$ cat src/rtl/cell_comm_link_merge.sv
// N-link BPM packet receive buffer and round-robin merger onto a single AXIS output.
// Optional duplicate suppression per FA cycle: define CELL_COMM_MERGE_DEDUP_EN.
module cell_comm_link_merge #(
   parameter int NUM_LINKS      = 2,
   parameter int DATA_WIDTH     = 32,
   parameter int FOFB_IDX_WIDTH = 9,
   parameter int PKT_WORDS      = 4,
   parameter int FIFO_AW        = 5,
   localparam int LINK_W        = (NUM_LINKS > 1) ? $clog2(NUM_LINKS) : 1
) (
   input  logic                            sysClk,
   input  logic                            sysReset,
   input  logic                            sysFaStrobe,
   input  logic [NUM_LINKS-1:0]            rxChannelUp,
   input  logic [NUM_LINKS-1:0]            rxTvalid,
   input  logic [NUM_LINKS-1:0]            rxTlast,
   input  logic [NUM_LINKS*DATA_WIDTH-1:0] rxTdata,
   input  logic [NUM_LINKS-1:0]            rxCRCvalid,
   input  logic [NUM_LINKS-1:0]            rxCRCpass,
   output logic                            outTvalid,
   output logic                            outTlast,
   output logic [DATA_WIDTH-1:0]           outTdata,
   input  logic                            outTready,
   output logic [LINK_W-1:0]               outLink,
   output logic [NUM_LINKS*32-1:0]         crcFaults,
   output logic [NUM_LINKS*32-1:0]         dropCount,
   output logic [31:0]                     dupCount,
   output logic [31:0]                     fwdCount
);

   localparam int DEPTH  = 2**FIFO_AW;
   localparam int PTR_W  = FIFO_AW + 1;
   localparam int CNT_W  = $clog2(PKT_WORDS + 2);
   localparam int WCNT_W = $clog2(PKT_WORDS);

   typedef enum logic [1:0] {IDLE, CHECK, FWD, DROP} state_t;
   state_t state, state_nxt;

   logic [DATA_WIDTH-1:0] mem [NUM_LINKS][DEPTH];
   logic [PTR_W-1:0]      wr_ptr     [NUM_LINKS];
   logic [PTR_W-1:0]      commit_ptr [NUM_LINKS];
   logic [PTR_W-1:0]      rd_ptr     [NUM_LINKS];
   logic [PTR_W-1:0]      pending    [NUM_LINKS];
   logic [CNT_W-1:0]      beat_cnt   [NUM_LINKS];
   logic [31:0]           crc_cnt    [NUM_LINKS];
   logic [31:0]           drop_cnt   [NUM_LINKS];
   logic [NUM_LINKS-1:0]  discard, full, wr_en, commit;

   logic [LINK_W-1:0]     rr_ptr, grant;
   logic                  grant_ok;
   logic [WCNT_W-1:0]     word_cnt;
   logic [DATA_WIDTH-1:0] head;
   logic                  pop, pkt_done, dup_hit;
   logic [31:0]           fwd_cnt;

   // A beat is stored only if it can still belong to a well-formed, CRC-clean packet.
   always_comb begin
      for (int unsigned k = 0; k < NUM_LINKS; k++) begin
         full[k]   = (wr_ptr[k] - rd_ptr[k]) == PTR_W'(DEPTH);
         wr_en[k]  = rxChannelUp[k] && rxTvalid[k] && !discard[k] && !full[k]
                     && (beat_cnt[k] != CNT_W'(PKT_WORDS))
                     && (!rxTlast[k] || ((beat_cnt[k] == CNT_W'(PKT_WORDS-1))
                                         && rxCRCvalid[k] && rxCRCpass[k]));
         commit[k] = wr_en[k] && rxTlast[k];
      end
   end

   always_ff @(posedge sysClk) begin
      for (int unsigned k = 0; k < NUM_LINKS; k++) begin
         if (wr_en[k])
            mem[k][wr_ptr[k][FIFO_AW-1:0]] <= rxTdata[k*DATA_WIDTH +: DATA_WIDTH];
      end
   end

   always_ff @(posedge sysClk) begin
      if (sysReset) begin
         for (int unsigned k = 0; k < NUM_LINKS; k++) begin
            wr_ptr[k]     <= '0;
            commit_ptr[k] <= '0;
            beat_cnt[k]   <= '0;
            discard[k]    <= 1'b0;
            crc_cnt[k]    <= '0;
            drop_cnt[k]   <= '0;
         end
      end else begin
         for (int unsigned k = 0; k < NUM_LINKS; k++) begin
            if (!rxChannelUp[k]) begin
               if (beat_cnt[k] != '0) begin
                  wr_ptr[k]   <= commit_ptr[k];
                  drop_cnt[k] <= drop_cnt[k] + 32'd1;
               end
               beat_cnt[k] <= '0;
               discard[k]  <= 1'b0;
            end else if (rxTvalid[k]) begin
               if (discard[k]) begin
                  if (rxTlast[k])
                     discard[k] <= 1'b0;
               end else if (full[k] || beat_cnt[k] == CNT_W'(PKT_WORDS)) begin
                  // overflow or overlong: abandon and swallow the rest of the packet
                  wr_ptr[k]   <= commit_ptr[k];
                  drop_cnt[k] <= drop_cnt[k] + 32'd1;
                  beat_cnt[k] <= '0;
                  discard[k]  <= !rxTlast[k];
               end else if (rxTlast[k]) begin
                  beat_cnt[k] <= '0;
                  if (wr_en[k]) begin
                     wr_ptr[k]     <= wr_ptr[k] + PTR_W'(1);
                     commit_ptr[k] <= wr_ptr[k] + PTR_W'(1);
                  end else begin
                     wr_ptr[k] <= commit_ptr[k];
                     if (beat_cnt[k] != CNT_W'(PKT_WORDS-1))
                        drop_cnt[k] <= drop_cnt[k] + 32'd1;
                     else
                        crc_cnt[k] <= crc_cnt[k] + 32'd1;
                  end
               end else begin
                  wr_ptr[k]   <= wr_ptr[k] + PTR_W'(1);
                  beat_cnt[k] <= beat_cnt[k] + CNT_W'(1);
               end
            end
         end
      end
   end

   assign head = mem[outLink][rd_ptr[outLink][FIFO_AW-1:0]];

   always_comb begin
      int unsigned cand;
      cand      = 0;
      state_nxt = state;
      grant     = rr_ptr;
      grant_ok  = 1'b0;
      pop       = 1'b0;
      pkt_done  = 1'b0;
      outTvalid = 1'b0;
      outTlast  = 1'b0;
      outTdata  = '0;
      for (int unsigned i = 1; i <= NUM_LINKS; i++) begin
         cand = 32'(rr_ptr) + i;
         if (cand >= NUM_LINKS)
            cand = cand - NUM_LINKS;
         if (!grant_ok && pending[cand] != '0) begin
            grant    = LINK_W'(cand);
            grant_ok = 1'b1;
         end
      end
      case (state)
         IDLE:  if (grant_ok) state_nxt = CHECK;
         CHECK: state_nxt = dup_hit ? DROP : FWD;
         FWD: begin
            outTvalid = 1'b1;
            outTdata  = head;
            outTlast  = (word_cnt == WCNT_W'(PKT_WORDS-1));
            pop       = outTready;
            pkt_done  = outTready && outTlast;
            if (pkt_done) state_nxt = IDLE;
         end
         DROP: begin
            pop      = 1'b1;
            pkt_done = (word_cnt == WCNT_W'(PKT_WORDS-1));
            if (pkt_done) state_nxt = IDLE;
         end
         default: state_nxt = IDLE;
      endcase
   end

   always_ff @(posedge sysClk) begin
      if (sysReset) begin
         state    <= IDLE;
         rr_ptr   <= '0;
         outLink  <= '0;
         word_cnt <= '0;
         fwd_cnt  <= '0;
         for (int unsigned k = 0; k < NUM_LINKS; k++) begin
            rd_ptr[k]  <= '0;
            pending[k] <= '0;
         end
      end else begin
         state <= state_nxt;
         if (state == IDLE && grant_ok) begin
            outLink <= grant;
            rr_ptr  <= grant;
         end
         if (pop) begin
            rd_ptr[outLink] <= rd_ptr[outLink] + PTR_W'(1);
            word_cnt        <= pkt_done ? '0 : word_cnt + WCNT_W'(1);
         end
         if (pkt_done && state == FWD)
            fwd_cnt <= fwd_cnt + 32'd1;
         for (int unsigned k = 0; k < NUM_LINKS; k++) begin
            case ({commit[k], pkt_done && (outLink == LINK_W'(k))})
               2'b10:   pending[k] <= pending[k] + PTR_W'(1);
               2'b01:   pending[k] <= pending[k] - PTR_W'(1);
               default: pending[k] <= pending[k];
            endcase
         end
      end
   end

`ifdef CELL_COMM_MERGE_DEDUP_EN
   logic [2**FOFB_IDX_WIDTH-1:0] seen;
   logic [FOFB_IDX_WIDTH-1:0]    hdr_idx;
   logic [31:0]                  dup_cnt;

   assign dup_hit  = seen[head[FOFB_IDX_WIDTH-1:0]];
   assign dupCount = dup_cnt;

   // the set is ordered after the clear so a same-cycle forward survives the FA strobe
   always_ff @(posedge sysClk) begin
      if (sysReset) begin
         seen    <= '0;
         hdr_idx <= '0;
         dup_cnt <= '0;
      end else begin
         if (sysFaStrobe)
            seen <= '0;
         if (state == CHECK)
            hdr_idx <= head[FOFB_IDX_WIDTH-1:0];
         if (pkt_done && state == FWD)
            seen[hdr_idx] <= 1'b1;
         if (pkt_done && state == DROP)
            dup_cnt <= dup_cnt + 32'd1;
      end
   end
`else
   logic unused_fa_strobe;
   assign unused_fa_strobe = sysFaStrobe;
   assign dup_hit  = 1'b0;
   assign dupCount = '0;
`endif

   assign fwdCount = fwd_cnt;

   always_comb begin
      for (int unsigned k = 0; k < NUM_LINKS; k++) begin
         crcFaults[k*32 +: 32] = crc_cnt[k];
         dropCount[k*32 +: 32] = drop_cnt[k];
      end
   end

endmodule

$ cat config.mk
export PLATFORM = sky130hd
export DESIGN_NAME = cell_comm_link_merge
export DESIGN_NICKNAME = d
export VERILOG_FILES = /design/src/rtl/cell_comm_link_merge.sv
export SDC_FILE = /design/constraint.sdc
export NUM_CORES = 2
export LEC_CHECK = 0
export BUFFER_PORTS_ARGS = -buffer_cell sky130_fd_sc_hd__clkbuf_2
export CORE_MARGIN = 2
export CORE_UTILIZATION = 41
export CTS_BUF_LIST = sky130_fd_sc_hd__clkbuf_2 sky130_fd_sc_hd__clkbuf_4 sky130_fd_sc_hd__clkbuf_8
export DETAILED_ROUTE_END_ITERATION = 8
export PLACE_DENSITY = 0.55
export REMOVE_ABC_BUFFERS = 1
export SYNTH_ARGS = -nofsm -noshare
export SYNTH_HDL_FRONTEND = slang
export SYNTH_SLANG_ARGS = --single-unit
$ cat constraint.sdc
create_clock -name sysClk -period 7.4 [get_ports sysClk]
set_input_delay 1.48 -clock sysClk [delete_from_list [all_inputs] [get_ports sysClk]]
set_output_delay 1.48 -clock sysClk [all_outputs]
set_load 0.03 [all_outputs]
==> results.json <==
{
  "yosysMostFrequentCell": "sky130_fd_sc_hd__edfxtp_1",
  "hp-class": "reg2reg",
  "hold_path.startpoint": "discard[1]",
  "setup_tns_ns": 0,
  "regToRegStartpoint": "rd_ptr[1][3]",
  "synth_common_cells": "sky130_fd_sc_hd__edfxtp_1 (2,230), sky130_fd_sc_hd__nand2_1 (470), sky130_fd_sc_hd__mux2i_1 (325)",
  "power_per_cell_area_nw_per_um2": 266,
  "setup.worst_path.end_class": "output port",
  "top_level_ports": 305,
  "ctsHoldBuffers": 0,
  "fmax_mhz": 145,
  "critPathKind": "reg2out",
  "hpwl_um": 164000,
  "global_route.peak_usage_layer": "met2",
  "final_period_minus_worst_setup_slack_ns": 6.90,
  "ff_latch_area_sq_um": 67800,
  "synthesis.instances": 5294,
  "min_path_cells": 1,
  "reg2reg_depth": 9,
  "global_route.usage.total": 0.245,
  "ys_warn_count": 0,
  "combinationalPowerShare": 0.085,
  "synth.top_cell.area_share": 0.737,
  "leakagePower_nw": 33.9,
  "num-fill-cells": 18900,
  "hold_violations": 0,
  "measured_slew_at_the_worst_slew_check_pin_ns": 1.28,
  "timing.final.crit_share": 0.932,
  "timing_max_transition_violations_final": 0,
  "gr-total-overflow": 0,
  "die_area_sq_um": 225000,
  "final_layout_size_suffix_gt1_frac": 0.231,
  "antenna_found_initial": 22,
  "vias": 52500,
  "drtIter0Drc": 5290,
  "power.switching_fraction": 0.247,
  "area_growth_syn_to_layout_pct": 14.6,
  "worst_ep_arrival_time_ns": 5.42,
  "grtUsageMet3": 0.0447,
  "num_cts_buffers": 395,
  "clk_pin_slew_worst_paths_ns": 0.06,
  "synthFlopType": "sky130_fd_sc_hd__edfxtp_1",
  "postRouteWirelength_um": 279000,
  "buffer_ports.inserted": 271,
  "worst_ep_required_time_ns": 5.92,
  "status": "finished clean",
  "hold_crit_endpoint": "discard[1]",
  "fin_nets": 5994,
  "cts.repair.resized": 0,
  "synth_seq_area_share": 0.746,
  "setup_viol": 0,
  "reg2reg_setup_slack_ns": 1.42,
  "seqPwrFrac": 0.520,
  "clkLatencyLatePin_ns": 1.09,
  "totalPowerFinal_w": 0.0277,
  "post-cts-setup-buffer-count": 0,
  "placement_rows": 172,
  "switchingPower_w": 0.00683,
  "clkPwrFrac": 0.395,
  "ys_ff_latch": 2270,
  "r2r-end": "mem[1][764]",
  "pin_count_of_the_biggest_net_entering_global_routing": 137,
  "gp_congestion": 0.809,
  "netlist-cell-type-count": 76,
  "cap_viol_max_count": 0,
  "type_of_element_launching_the_critical_path": "flop",
  "htree_num_levels": 5,
  "crit_start": "rd_ptr[0][1]",
  "postSynth.asyncResetShare": 0,
  "floorplan.die.height_um": 475,
  "synth_top_cell_by_area": "sky130_fd_sc_hd__edfxtp_1",
  "rsz_0062_raised_after_global_routing": "no",
  "wire_per_inst_um": 30.6,
  "synthesis.area_sq_um": 90800,
  "synth_edf_count": 2230,
  "power.ir.vdd_worst_v": 0.000208,
  "multi_input_area_sq_um": 22000,
  "cts_tree": "built",
  "drt_first_pass_iters": 5,
  "via_count_of_the_first_global_routing_pass": 52000,
  "synthTopCellsByArea": "sky130_fd_sc_hd__edfxtp_1 (74%), sky130_fd_sc_hd__mux4_2 (6.6%), sky130_fd_sc_hd__mux2i_1 (3.6%)",
  "clkSinkCount": 2270,
  "clock-skew-final_ns": 0.0826,
  "grt_use_met1": 0.333,
  "max_slew_margin": 0.123,
  "dieWidth_um": 475,
  "placeableCoreArea_sq_um": 220000,
  "internal-power_w": 0.0209,
  "cts-root-to-sink-buffers": 4,
  "syn_avg_cell_area_sq_um": 17.2,
  "routed_via_density": 5.76,
  "grt_pass1_wl_um": 390000,
  "grtUsageMet2": 0.399,
  "critical_path_peak_fanout": 136,
  "initial_utilization": 0.413,
  "drc": 0,
  "clock_tree.root_cell": "sky130_fd_sc_hd__clkbuf_8",
  "final_antenna_net_count": 0
}
==> critical path, cell delays in order, from the launching register on <==
cell	delay (ns)
sky130_fd_sc_hd__edfxtp_1	0.97
sky130_fd_sc_hd__mux2i_4	0.28
sky130_fd_sc_hd__inv_16	0.47
sky130_fd_sc_hd__buf_4	0.68
sky130_fd_sc_hd__mux4_2	0.41
sky130_fd_sc_hd__a211oi_1	0.45
sky130_fd_sc_hd__a21oi_1	0.20
sky130_fd_sc_hd__a311o_1	0.34
sky130_fd_sc_hd__clkbuf_2	0.20
==> cell families after synthesis <==
group | count (synthesis) | share of synthesized area
buf+inv | 357 | 0.0193
xor+xnor | 170 | 0.0164
flops | 2270 | 0.746
mux | 594 | 0.102
fa+ha+maj | 42 | 0.00587
compound gates | 643 | 0.0492
other cells | 1 | 0.0000413
simple gates | 1217 | 0.0608
==> sequential cells by signal, indices dropped and copies added (netlist names), 6 cells and up, named ones only <==
name,flops
mem,2048
crc_cnt,64
drop_cnt,64
fwdCount,32
commit_ptr,12
pending,12
rd_ptr,12
wr_ptr,12
beat_cnt,6
==> layout by cell type, fill, tap and decap left out, types with 116 or more instances in the layout <==
cell type / netlist / final
sky130_fd_sc_hd__nor2_1: 310 / 238
sky130_fd_sc_hd__buf_4: 73 / 155
sky130_fd_sc_hd__clkbuf_8: 0 / 405
sky130_fd_sc_hd__clkbuf_2: 0 / 271
sky130_fd_sc_hd__edfxtp_1: 2230 / 2230
sky130_fd_sc_hd__a21oi_1: 116 / 116
sky130_fd_sc_hd__mux2i_1: 325 / 325
sky130_fd_sc_hd__mux4_2: 265 / 265
sky130_fd_sc_hd__nand2_1: 470 / 468
sky130_fd_sc_hd__nand3_1: 156 / 156
sky130_fd_sc_hd__o22ai_1: 171 / 170
==> worst max path at each step <==
| stage | endpoint | slack [ns] | depth (start not counted) |
|---|---|---|---|
| floorplan | outTdata[30] | -5.46 | 5 |
| global placement | mem[0][128] | 1.65 | 9 |
| detailed placement | mem[0][304] | 1.61 | 9 |
| CTS | outTdata[1] | 0.54 | 8 |
| global route | outTdata[1] | 0.42 | 8 |
| finish | outTdata[10] | 0.50 | 8 |
==> area by class of cell <==
class | instances | share of cell area
Timing Repair Buffer | 454 | 0.0296
Multi-Input combinational cell | 2698 | 0.211
Antenna cell | 8 | 0.000192
Clock inverter | 160 | 0.00835
Inverter | 55 | 0.00215
Tap cell | 2958 | 0.0356
Sequential cell | 2270 | 0.651
Clock buffer | 520 | 0.0618
==> power groups by stage <==
stage	clock network, W	registers (W)	logic [W]
floorplan	0	0.0148	0.00130
global placement	0	0.0147	0.00233
detailed placement	0	0.0147	0.00235
CTS	0.0111	0.0144	0.00236
global route	0.0117	0.0144	0.00249
finish	0.0109	0.0144	0.00235
==> per-layer routing <==
layer | vias to the layer above | share of wire
met5 | - | 0.000061
met4 | 2 | 0.031
met3 | 495 | 0.074
met2 | 2159 | 0.48
met1 | 27700 | 0.41
li1 | 22200 | -
==> metrics by stage <==
stage                     instance area (sq um)  cells  utilization  worst slack, ns  hold slack, ns
after CTS                                104000   9115        0.473            0.540           0.482
after global placement                    96800   8435        0.440             1.65           0.455
after detailed placement                  96800   8435        0.440             1.61           0.468
after floorplan                           89400   5023            -            -5.46           0.447
final                                    104000   9123        0.473            0.503           0.483
after global routing                     104000   9120        0.473            0.417           0.512
Power figures use the tool's default switching activity.
